===== config.mk =====
export PLATFORM = sky130hd
export DESIGN_NAME = regfile_sb_flat
export DESIGN_NICKNAME = d
export VERILOG_FILES = /design/src/rtl/regfile_sb_if.sv /design/src/rtl/regfile_sb.sv /design/src/flat_wrapper.sv
export SDC_FILE = /design/constraint.sdc
export NUM_CORES = 2
export LEC_CHECK = 0
export ABC_AREA = 1
export CAP_MARGIN = 40
export CORE_MARGIN = 5
export CORE_UTILIZATION = 25
export CTS_BUF_LIST = sky130_fd_sc_hd__clkbuf_2
export CTS_CLUSTER_DIAMETER = 30
export CTS_CLUSTER_SIZE = 12
export DETAILED_ROUTE_END_ITERATION = 8
export GPL_TIMING_DRIVEN = 0
export PLACE_DENSITY_LB_ADDON = 0.1
export REMOVE_ABC_BUFFERS = 1
export SYNTH_ARGS = -nofsm -noshare
export SYNTH_HDL_FRONTEND = slang
export SYNTH_SLANG_ARGS = --single-unit

===== constraint.sdc =====
create_clock -name clk -period 44.2 [get_ports clk]
set_input_delay 13.26 -clock clk [delete_from_list [all_inputs] [get_ports clk]]
set_output_delay 13.26 -clock clk [all_outputs]
set_load 0.005 [all_outputs]

===== src/rtl/regfile_sb_if.sv =====
// Bus bundle for regfile_sb: read ports, write ports, PC/CSPR loads, reservation.
// Latency and backpressure are set by the register file itself. This bundle only groups the wires.
// The master modport is the issue/writeback side. The slave modport is the register file.
interface regfile_sb_if #(
   parameter int N  = 32,
   parameter int AW = 4
);
   localparam int NREG = 2**AW;

   logic [AW-1:0]   in_address1, in_address2, in_address3, in_address4;
   logic [N-1:0]    out_data1, out_data2, out_data3, out_data4;
   logic            out_busy1, out_busy2, out_busy3, out_busy4;
   logic [AW-1:0]   write_address, write_address2;
   logic [N-1:0]    write_data, write_data2;
   logic            write_enable, write_enable2;
   logic [N-1:0]    pc_update;
   logic            pc_write;
   logic [N-1:0]    pc;
   logic [N-1:0]    cspr_update;
   logic            cspr_write;
   logic [N-1:0]    cspr;
   logic            rsv_valid;
   logic [AW-1:0]   rsv_address;
   logic            rsv_ok;
   logic [NREG-1:0] busy;

   modport master (
      output in_address1, in_address2, in_address3, in_address4,
      input  out_data1, out_data2, out_data3, out_data4,
      input  out_busy1, out_busy2, out_busy3, out_busy4,
      output write_address, write_address2, write_data, write_data2,
      output write_enable, write_enable2,
      output pc_update, pc_write, cspr_update, cspr_write,
      input  pc, cspr,
      output rsv_valid, rsv_address,
      input  rsv_ok, busy
   );

   modport slave (
      input  in_address1, in_address2, in_address3, in_address4,
      output out_data1, out_data2, out_data3, out_data4,
      output out_busy1, out_busy2, out_busy3, out_busy4,
      input  write_address, write_address2, write_data, write_data2,
      input  write_enable, write_enable2,
      input  pc_update, pc_write, cspr_update, cspr_write,
      output pc, cspr,
      input  rsv_valid, rsv_address,
      output rsv_ok, busy
   );
endinterface


===== src/rtl/regfile_sb.sv =====
// Register file (2**AW x N) with PC alias, CSPR and per-register reservation scoreboard.
// Latency: reads and writes take 1 cycle, with write-first bypass onto the read ports. rsv_ok is combinational.
// Backpressure: none on writes. A reservation is refused (rsv_ok=0) while the target is busy or is the PC, and the requester retries.
// Ports: clk, rst (async, active high), and bus (regfile_sb_if.slave) carrying everything else.
module regfile_sb #(
   parameter int N      = 32,
   parameter int AW     = 4,
   parameter int PC_IDX = 2**AW - 1
) (
   input logic         clk,
   input logic         rst,
   regfile_sb_if.slave bus
);
   localparam int NREG = 2**AW;
   localparam logic [AW-1:0] PC_ADDR = AW'(PC_IDX);

   logic [N-1:0]    r_q [NREG];
   logic [N-1:0]    r_d [NREG];
   logic [NREG-1:0] busy_q, busy_d;
   logic [N-1:0]    cspr_q, cspr_d;
   logic [N-1:0]    out_data_q [4];
   logic [N-1:0]    out_data_d [4];
   logic [3:0]      out_busy_q, out_busy_d;
   logic [AW-1:0]   rd_addr [4];
   logic            rsv_ok;

   assign rd_addr[0] = bus.in_address1;
   assign rd_addr[1] = bus.in_address2;
   assign rd_addr[2] = bus.in_address3;
   assign rd_addr[3] = bus.in_address4;

   // Looks only at current state, so a same-cycle write cannot free a register for reservation.
   assign rsv_ok = bus.rsv_valid & ~busy_q[bus.rsv_address] & (bus.rsv_address != PC_ADDR);

   always_comb begin
      cspr_d = bus.cspr_write ? bus.cspr_update : cspr_q;
      for (int i = 0; i < NREG; i++) begin
         r_d[i]    = r_q[i];
         busy_d[i] = busy_q[i];
         // Later assignments win: write_enable2 > write_enable > pc_write.
         if (bus.pc_write && i == PC_IDX)
            r_d[i] = bus.pc_update;
         if (bus.write_enable && bus.write_address == AW'(i))
            r_d[i] = bus.write_data;
         if (bus.write_enable2 && bus.write_address2 == AW'(i))
            r_d[i] = bus.write_data2;
         if ((bus.write_enable && bus.write_address == AW'(i)) ||
             (bus.write_enable2 && bus.write_address2 == AW'(i)))
            busy_d[i] = 1'b0;
         // A new producer overrides the completing one on the same edge.
         if (rsv_ok && bus.rsv_address == AW'(i))
            busy_d[i] = 1'b1;
      end
      // Write-first: read ports sample next-state values.
      for (int k = 0; k < 4; k++) begin
         out_data_d[k] = r_d[rd_addr[k]];
         out_busy_d[k] = busy_d[rd_addr[k]];
      end
   end

   always_ff @(posedge clk or posedge rst) begin
      if (rst) begin
         for (int i = 0; i < NREG; i++) r_q[i] <= '0;
         for (int k = 0; k < 4; k++) out_data_q[k] <= '0;
         busy_q     <= '0;
         cspr_q     <= '0;
         out_busy_q <= '0;
      end else begin
         for (int i = 0; i < NREG; i++) r_q[i] <= r_d[i];
         for (int k = 0; k < 4; k++) out_data_q[k] <= out_data_d[k];
         busy_q     <= busy_d;
         cspr_q     <= cspr_d;
         out_busy_q <= out_busy_d;
      end
   end

   assign bus.out_data1 = out_data_q[0];
   assign bus.out_data2 = out_data_q[1];
   assign bus.out_data3 = out_data_q[2];
   assign bus.out_data4 = out_data_q[3];
   assign bus.out_busy1 = out_busy_q[0];
   assign bus.out_busy2 = out_busy_q[1];
   assign bus.out_busy3 = out_busy_q[2];
   assign bus.out_busy4 = out_busy_q[3];
   assign bus.pc        = r_q[PC_IDX];
   assign bus.cspr      = cspr_q;
   assign bus.busy      = busy_q;
   assign bus.rsv_ok    = rsv_ok;
endmodule

===== src/flat_wrapper.sv =====
// flat-port wrapper written by rule: the top's interface ports become plain ports
module regfile_sb_flat 
#(
   parameter int N      = 32,
   parameter int AW     = 4,
   parameter int PC_IDX = 2**AW - 1
)
  (clk, rst, bus_in_address1, bus_in_address2, bus_in_address3, bus_in_address4, bus_out_data1, bus_out_data2, bus_out_data3, bus_out_data4, bus_out_busy1, bus_out_busy2, bus_out_busy3, bus_out_busy4, bus_write_address, bus_write_address2, bus_write_data, bus_write_data2, bus_write_enable, bus_write_enable2, bus_pc_update, bus_pc_write, bus_cspr_update, bus_cspr_write, bus_pc, bus_cspr, bus_rsv_valid, bus_rsv_address, bus_rsv_ok, bus_busy);
  regfile_sb_if #(.N(N), .AW(AW)) bus_i ();
  input logic clk;
  input logic rst;
  input wire logic [$bits(bus_i.in_address1)-1:0] bus_in_address1;
  input wire logic [$bits(bus_i.in_address2)-1:0] bus_in_address2;
  input wire logic [$bits(bus_i.in_address3)-1:0] bus_in_address3;
  input wire logic [$bits(bus_i.in_address4)-1:0] bus_in_address4;
  output wire logic [$bits(bus_i.out_data1)-1:0] bus_out_data1;
  output wire logic [$bits(bus_i.out_data2)-1:0] bus_out_data2;
  output wire logic [$bits(bus_i.out_data3)-1:0] bus_out_data3;
  output wire logic [$bits(bus_i.out_data4)-1:0] bus_out_data4;
  output wire logic [$bits(bus_i.out_busy1)-1:0] bus_out_busy1;
  output wire logic [$bits(bus_i.out_busy2)-1:0] bus_out_busy2;
  output wire logic [$bits(bus_i.out_busy3)-1:0] bus_out_busy3;
  output wire logic [$bits(bus_i.out_busy4)-1:0] bus_out_busy4;
  input wire logic [$bits(bus_i.write_address)-1:0] bus_write_address;
  input wire logic [$bits(bus_i.write_address2)-1:0] bus_write_address2;
  input wire logic [$bits(bus_i.write_data)-1:0] bus_write_data;
  input wire logic [$bits(bus_i.write_data2)-1:0] bus_write_data2;
  input wire logic [$bits(bus_i.write_enable)-1:0] bus_write_enable;
  input wire logic [$bits(bus_i.write_enable2)-1:0] bus_write_enable2;
  input wire logic [$bits(bus_i.pc_update)-1:0] bus_pc_update;
  input wire logic [$bits(bus_i.pc_write)-1:0] bus_pc_write;
  input wire logic [$bits(bus_i.cspr_update)-1:0] bus_cspr_update;
  input wire logic [$bits(bus_i.cspr_write)-1:0] bus_cspr_write;
  output wire logic [$bits(bus_i.pc)-1:0] bus_pc;
  output wire logic [$bits(bus_i.cspr)-1:0] bus_cspr;
  input wire logic [$bits(bus_i.rsv_valid)-1:0] bus_rsv_valid;
  input wire logic [$bits(bus_i.rsv_address)-1:0] bus_rsv_address;
  output wire logic [$bits(bus_i.rsv_ok)-1:0] bus_rsv_ok;
  output wire logic [$bits(bus_i.busy)-1:0] bus_busy;
  assign bus_i.in_address1 = bus_in_address1;
  assign bus_i.in_address2 = bus_in_address2;
  assign bus_i.in_address3 = bus_in_address3;
  assign bus_i.in_address4 = bus_in_address4;
  assign bus_out_data1 = bus_i.out_data1;
  assign bus_out_data2 = bus_i.out_data2;
  assign bus_out_data3 = bus_i.out_data3;
  assign bus_out_data4 = bus_i.out_data4;
  assign bus_out_busy1 = bus_i.out_busy1;
  assign bus_out_busy2 = bus_i.out_busy2;
  assign bus_out_busy3 = bus_i.out_busy3;
  assign bus_out_busy4 = bus_i.out_busy4;
  assign bus_i.write_address = bus_write_address;
  assign bus_i.write_address2 = bus_write_address2;
  assign bus_i.write_data = bus_write_data;
  assign bus_i.write_data2 = bus_write_data2;
  assign bus_i.write_enable = bus_write_enable;
  assign bus_i.write_enable2 = bus_write_enable2;
  assign bus_i.pc_update = bus_pc_update;
  assign bus_i.pc_write = bus_pc_write;
  assign bus_i.cspr_update = bus_cspr_update;
  assign bus_i.cspr_write = bus_cspr_write;
  assign bus_pc = bus_i.pc;
  assign bus_cspr = bus_i.cspr;
  assign bus_i.rsv_valid = bus_rsv_valid;
  assign bus_i.rsv_address = bus_rsv_address;
  assign bus_rsv_ok = bus_i.rsv_ok;
  assign bus_busy = bus_i.busy;
  regfile_sb #(.N(N), .AW(AW), .PC_IDX(PC_IDX)) u_core (.clk(clk), .rst(rst), .bus(bus_i));
endmodule

==> reports/summary.log <==
qor: die.die-area 0.2102 mm^2
qor: sta.clock_skew 176.2 ps
qor: worst_setup_path.worst-path-max-fanout 16
qor: placed_design.buffer_ports.inserted 375
qor: grt.grt_pass1_wl 424700 um
qor: final_layout.finalNetCount 7301
qor: clocking.ctsRootBufferMaster clkbuf_2
qor: clocking.htreeDepth 5
qor: placed_design.routabilityCongestion 0.7751
qor: clocking.cts_tree yes
qor: grt.grt_pass1_vias 55830
qor: die.num_rows 164
qor: clocking.clock_latency 1850 ps
qor: clocking.cts_buffer_depth 4
qor: detailed_routing.drcViolationCount 0
qor: final_layout.layout_common_cells 2058 x nand3_1, 1670 x nand2_1, 1122 x o211ai_1
qor: sta.slew_viol_final 0
qor: placed_design.dp_hpwl 177500 um
qor: worst_setup_path.timing_worst_setup_path_type input pin to output port
qor: sta.grt_setup_unrepaired false
qor: clocking.post_cts_resized 0
qor: final_layout.post_route_cells_drive_above_1_share 0.09834
qor: detailed_routing.routed_wl 304500 um
qor: placed_design.preCtsSetupSlack 15180 ps
qor: sta.whs 504.8 ps
qor: clocking.post_cts_buffers 0
qor: worst_setup_path.cp.arrival 15750 ps
qor: grt.grt_overflow 0
qor: worst_setup_path.critPathCaptureType output port
qor: logic_synthesis.synth-warning-count 0
qor: logic_synthesis.post_synth_inst_count 7093
qor: pwr.pwr_density_cell 38.29 mW/mm^2
qor: grt.number_of_antenna_violations_at_the_first_check_in_global_routing 14
qor: logic_synthesis.postSynthAreaPerCell 7.088 um^2
qor: final_layout.final_util 0.3015
qor: detailed_routing.detailedRoute.firstIterationViolations 7184
qor: final_layout.most_common_cell_after_layout_fill_and_taps_aside nand3_1
qor: sta.setup-violations-final 0
qor: detailed_routing.detail_route.first_pass.iterations 7
qor: logic_synthesis.distinct_cell_type_count_of_the_synthesized_netlist 28
qor: die.initial_utilization 0.2516
qor: grt.grt_start_max_net_pins 119
qor: placed_design.dpl-instance-area 0.05767 mm^2
qor: sta.hold_violation_count_in_the_final_report 0
qor: clocking.cts_hold_buf 0
qor: grt.globalRouteTotalUtil 0.2771
qor: final_layout.layout-area-overhead-vs-synth 19.85%
qor: die.boundaryPins 376
qor: final_layout.finalNonFillerCells 9994
qor: detailed_routing.routed_wire_length_per_instance 30.47 um
qor: worst_setup_path.worst-endpoint-required 30940 ps
qor: detailed_routing.routed-via-count 58590
qor: die.core_area 0.1999 mm^2
qor: logic_synthesis.syn-cell-area 0.05028 mm^2
qor: final_layout.design_area 0.06026 mm^2
qor: pwr.irDropWorstVdd 0.02966 mV
qor: detailed_routing.vias_per_cell 5.863
qor: pwr.leakage 24.66 nW
qor: clocking.clkSinkCount 692
qor: sta.timing.setup.tns 0 ps
qor: run_status.outcome finished clean
qor: sta.worst_pin_slew 1235 ps
qor: placed_design.post-place-cells 9501
qor: detailed_routing.ant_nets 0
qor: job.max_cap_violations 0
qor: sta.timing.max_slew.rel_slack 0.1766
qor: die.dieHeight 458.4 um
qor: clocking.path_clk_slew 70 ps
qor: final_layout.fill_cells 21720
qor: min_path.hp-class register to register
qor: sta.clock.fmax 34.48 MHz
qor: clocking.numCtsBuffers 291
qor: sta.layout_setup_ws 15190 ps
qor: worst_setup_path.critPathLaunchType input pin
qor: sta.post_layout_minimum_cycle_time 29010 ps
qor: sta.post-route-period-util 0.6562
qor: pwr.p_total 2.307 mW
qor: die.die-width 458.4 um
qor: logic_synthesis.seq_area_frac_synth 0.3444
qor: logic_synthesis.synth.ff_latch_count 692
[critical path: stages]
cell and delay, ps:
clkdlybuf4s50_1 710, inv_1 230, nand3_1 110, nand2_1 80
nor2_1 100, nor2_1 50, nor2_2 470, nand2_1 130
inv_1 80, clkdlybuf4s50_1 520
[per-layer routing]
metal | part of all wire | vias up | track usage | routed length [um]
met5 | 0.000039 | - | 0 | 12
met4 | 0.052 | 2 | 0.1354 | 15780
met3 | 0.095 | 774 | 0.06106 | 28920
met2 | 0.43 | 3673 | 0.4197 | 130900
met1 | 0.42 | 28330 | 0.3732 | 128900
li1 | - | 25810 | - | -
[area by class of cell]
cell class	count	area, um^2	share of cell area
clock buffers	360	1802	0.02990
repair buffers	508	6968	0.1156
clock inverters	127	772.0	0.01281
flip-flops and latches	692	17320	0.2874
diodes	6	15.01	0.0002492
inverters	208	900.9	0.01495
well taps	2656	3323	0.05515
multi-input cells	5437	29160	0.4839
[synthesized netlist by cell type]
master	instances	share of area
nand4_1	1	0.00012
o21ai_1	142	0.014
clkbuf_1	449	0.034
buf_1	125	0.0093
buf_4	61	0.0091
inv_1	200	0.015
buf_2	119	0.012
o21ai_2	50	0.0087
nand3b_1	3	0.00045
clkinv_1	2	0.00015
mux2_2	32	0.0072
o211ai_1	1122	0.17
and3_1	1	0.00012
nand3_1	2064	0.21
nand2_1	1676	0.13
mux2i_1	32	0.0064
dfrtp_1	692	0.34
nand3b_2	1	0.00022
nor2_2	4	0.00050
inv_2	6	0.00045
nor2_1	44	0.0033
o21ai_0	130	0.013
nor3_2	1	0.00020
buf_6	2	0.00045
a21oi_1	2	0.00020
nor2_4	3	0.00067
o21a_1	96	0.014
o211ai_2	33	0.0082
[state kept, by name, summed over array words and instances (netlist names)]
name,cells
u_core.bus.busy,16
u_core.bus.cspr,32
u_core.bus.out_data1,32
u_core.bus.out_data2,32
u_core.bus.out_data3,32
u_core.bus.out_data4,32
u_core.bus.pc,32
u_core.out_busy_q,4
u_core.r_q,480
[cells by family (layout without fill, tap and decap cells)]
family | after synthesis | count (layout) | share of synthesized area
AOI/OAI and AO/OA | 1575 | 1575 | 0.2261
other | 0 | 6 | 0
muxes | 64 | 64 | 0.01354
buffers and inverters | 964 | 1203 | 0.07979
DFF | 692 | 692 | 0.3444
and+or+nand+nor | 3798 | 3798 | 0.3362
[path summary, 6_finish.rpt]
| check | start | endpoint | cells after the start | slack [ps] |
|---|---|---|---|---|
| hold / removal | u_core.bus.cspr[30] | u_core.bus.cspr[30] | 1 | 500 |
| setup / recovery | bus_rsv_address[0] | bus_rsv_ok | 10 | 15190 |
| min in group asynchronous | rst | u_core.bus.cspr[0] | 2 | 11930 |
| max in group asynchronous | rst | u_core.bus.pc[2] | 6 | 29910 |
| setup reg to reg | u_core.bus.pc[16] | u_core.bus.out_data2[16] | 8 | 41730 |
| hold reg to reg | u_core.bus.cspr[30] | u_core.bus.cspr[30] | 1 | 500 |
[power breakdown]
part	internal, mW	switching [mW]
Clock	0.285	0.374
Combinational	0.304	0.530
Sequential	0.769	0.0461
(Power assumes the default switching activity.)
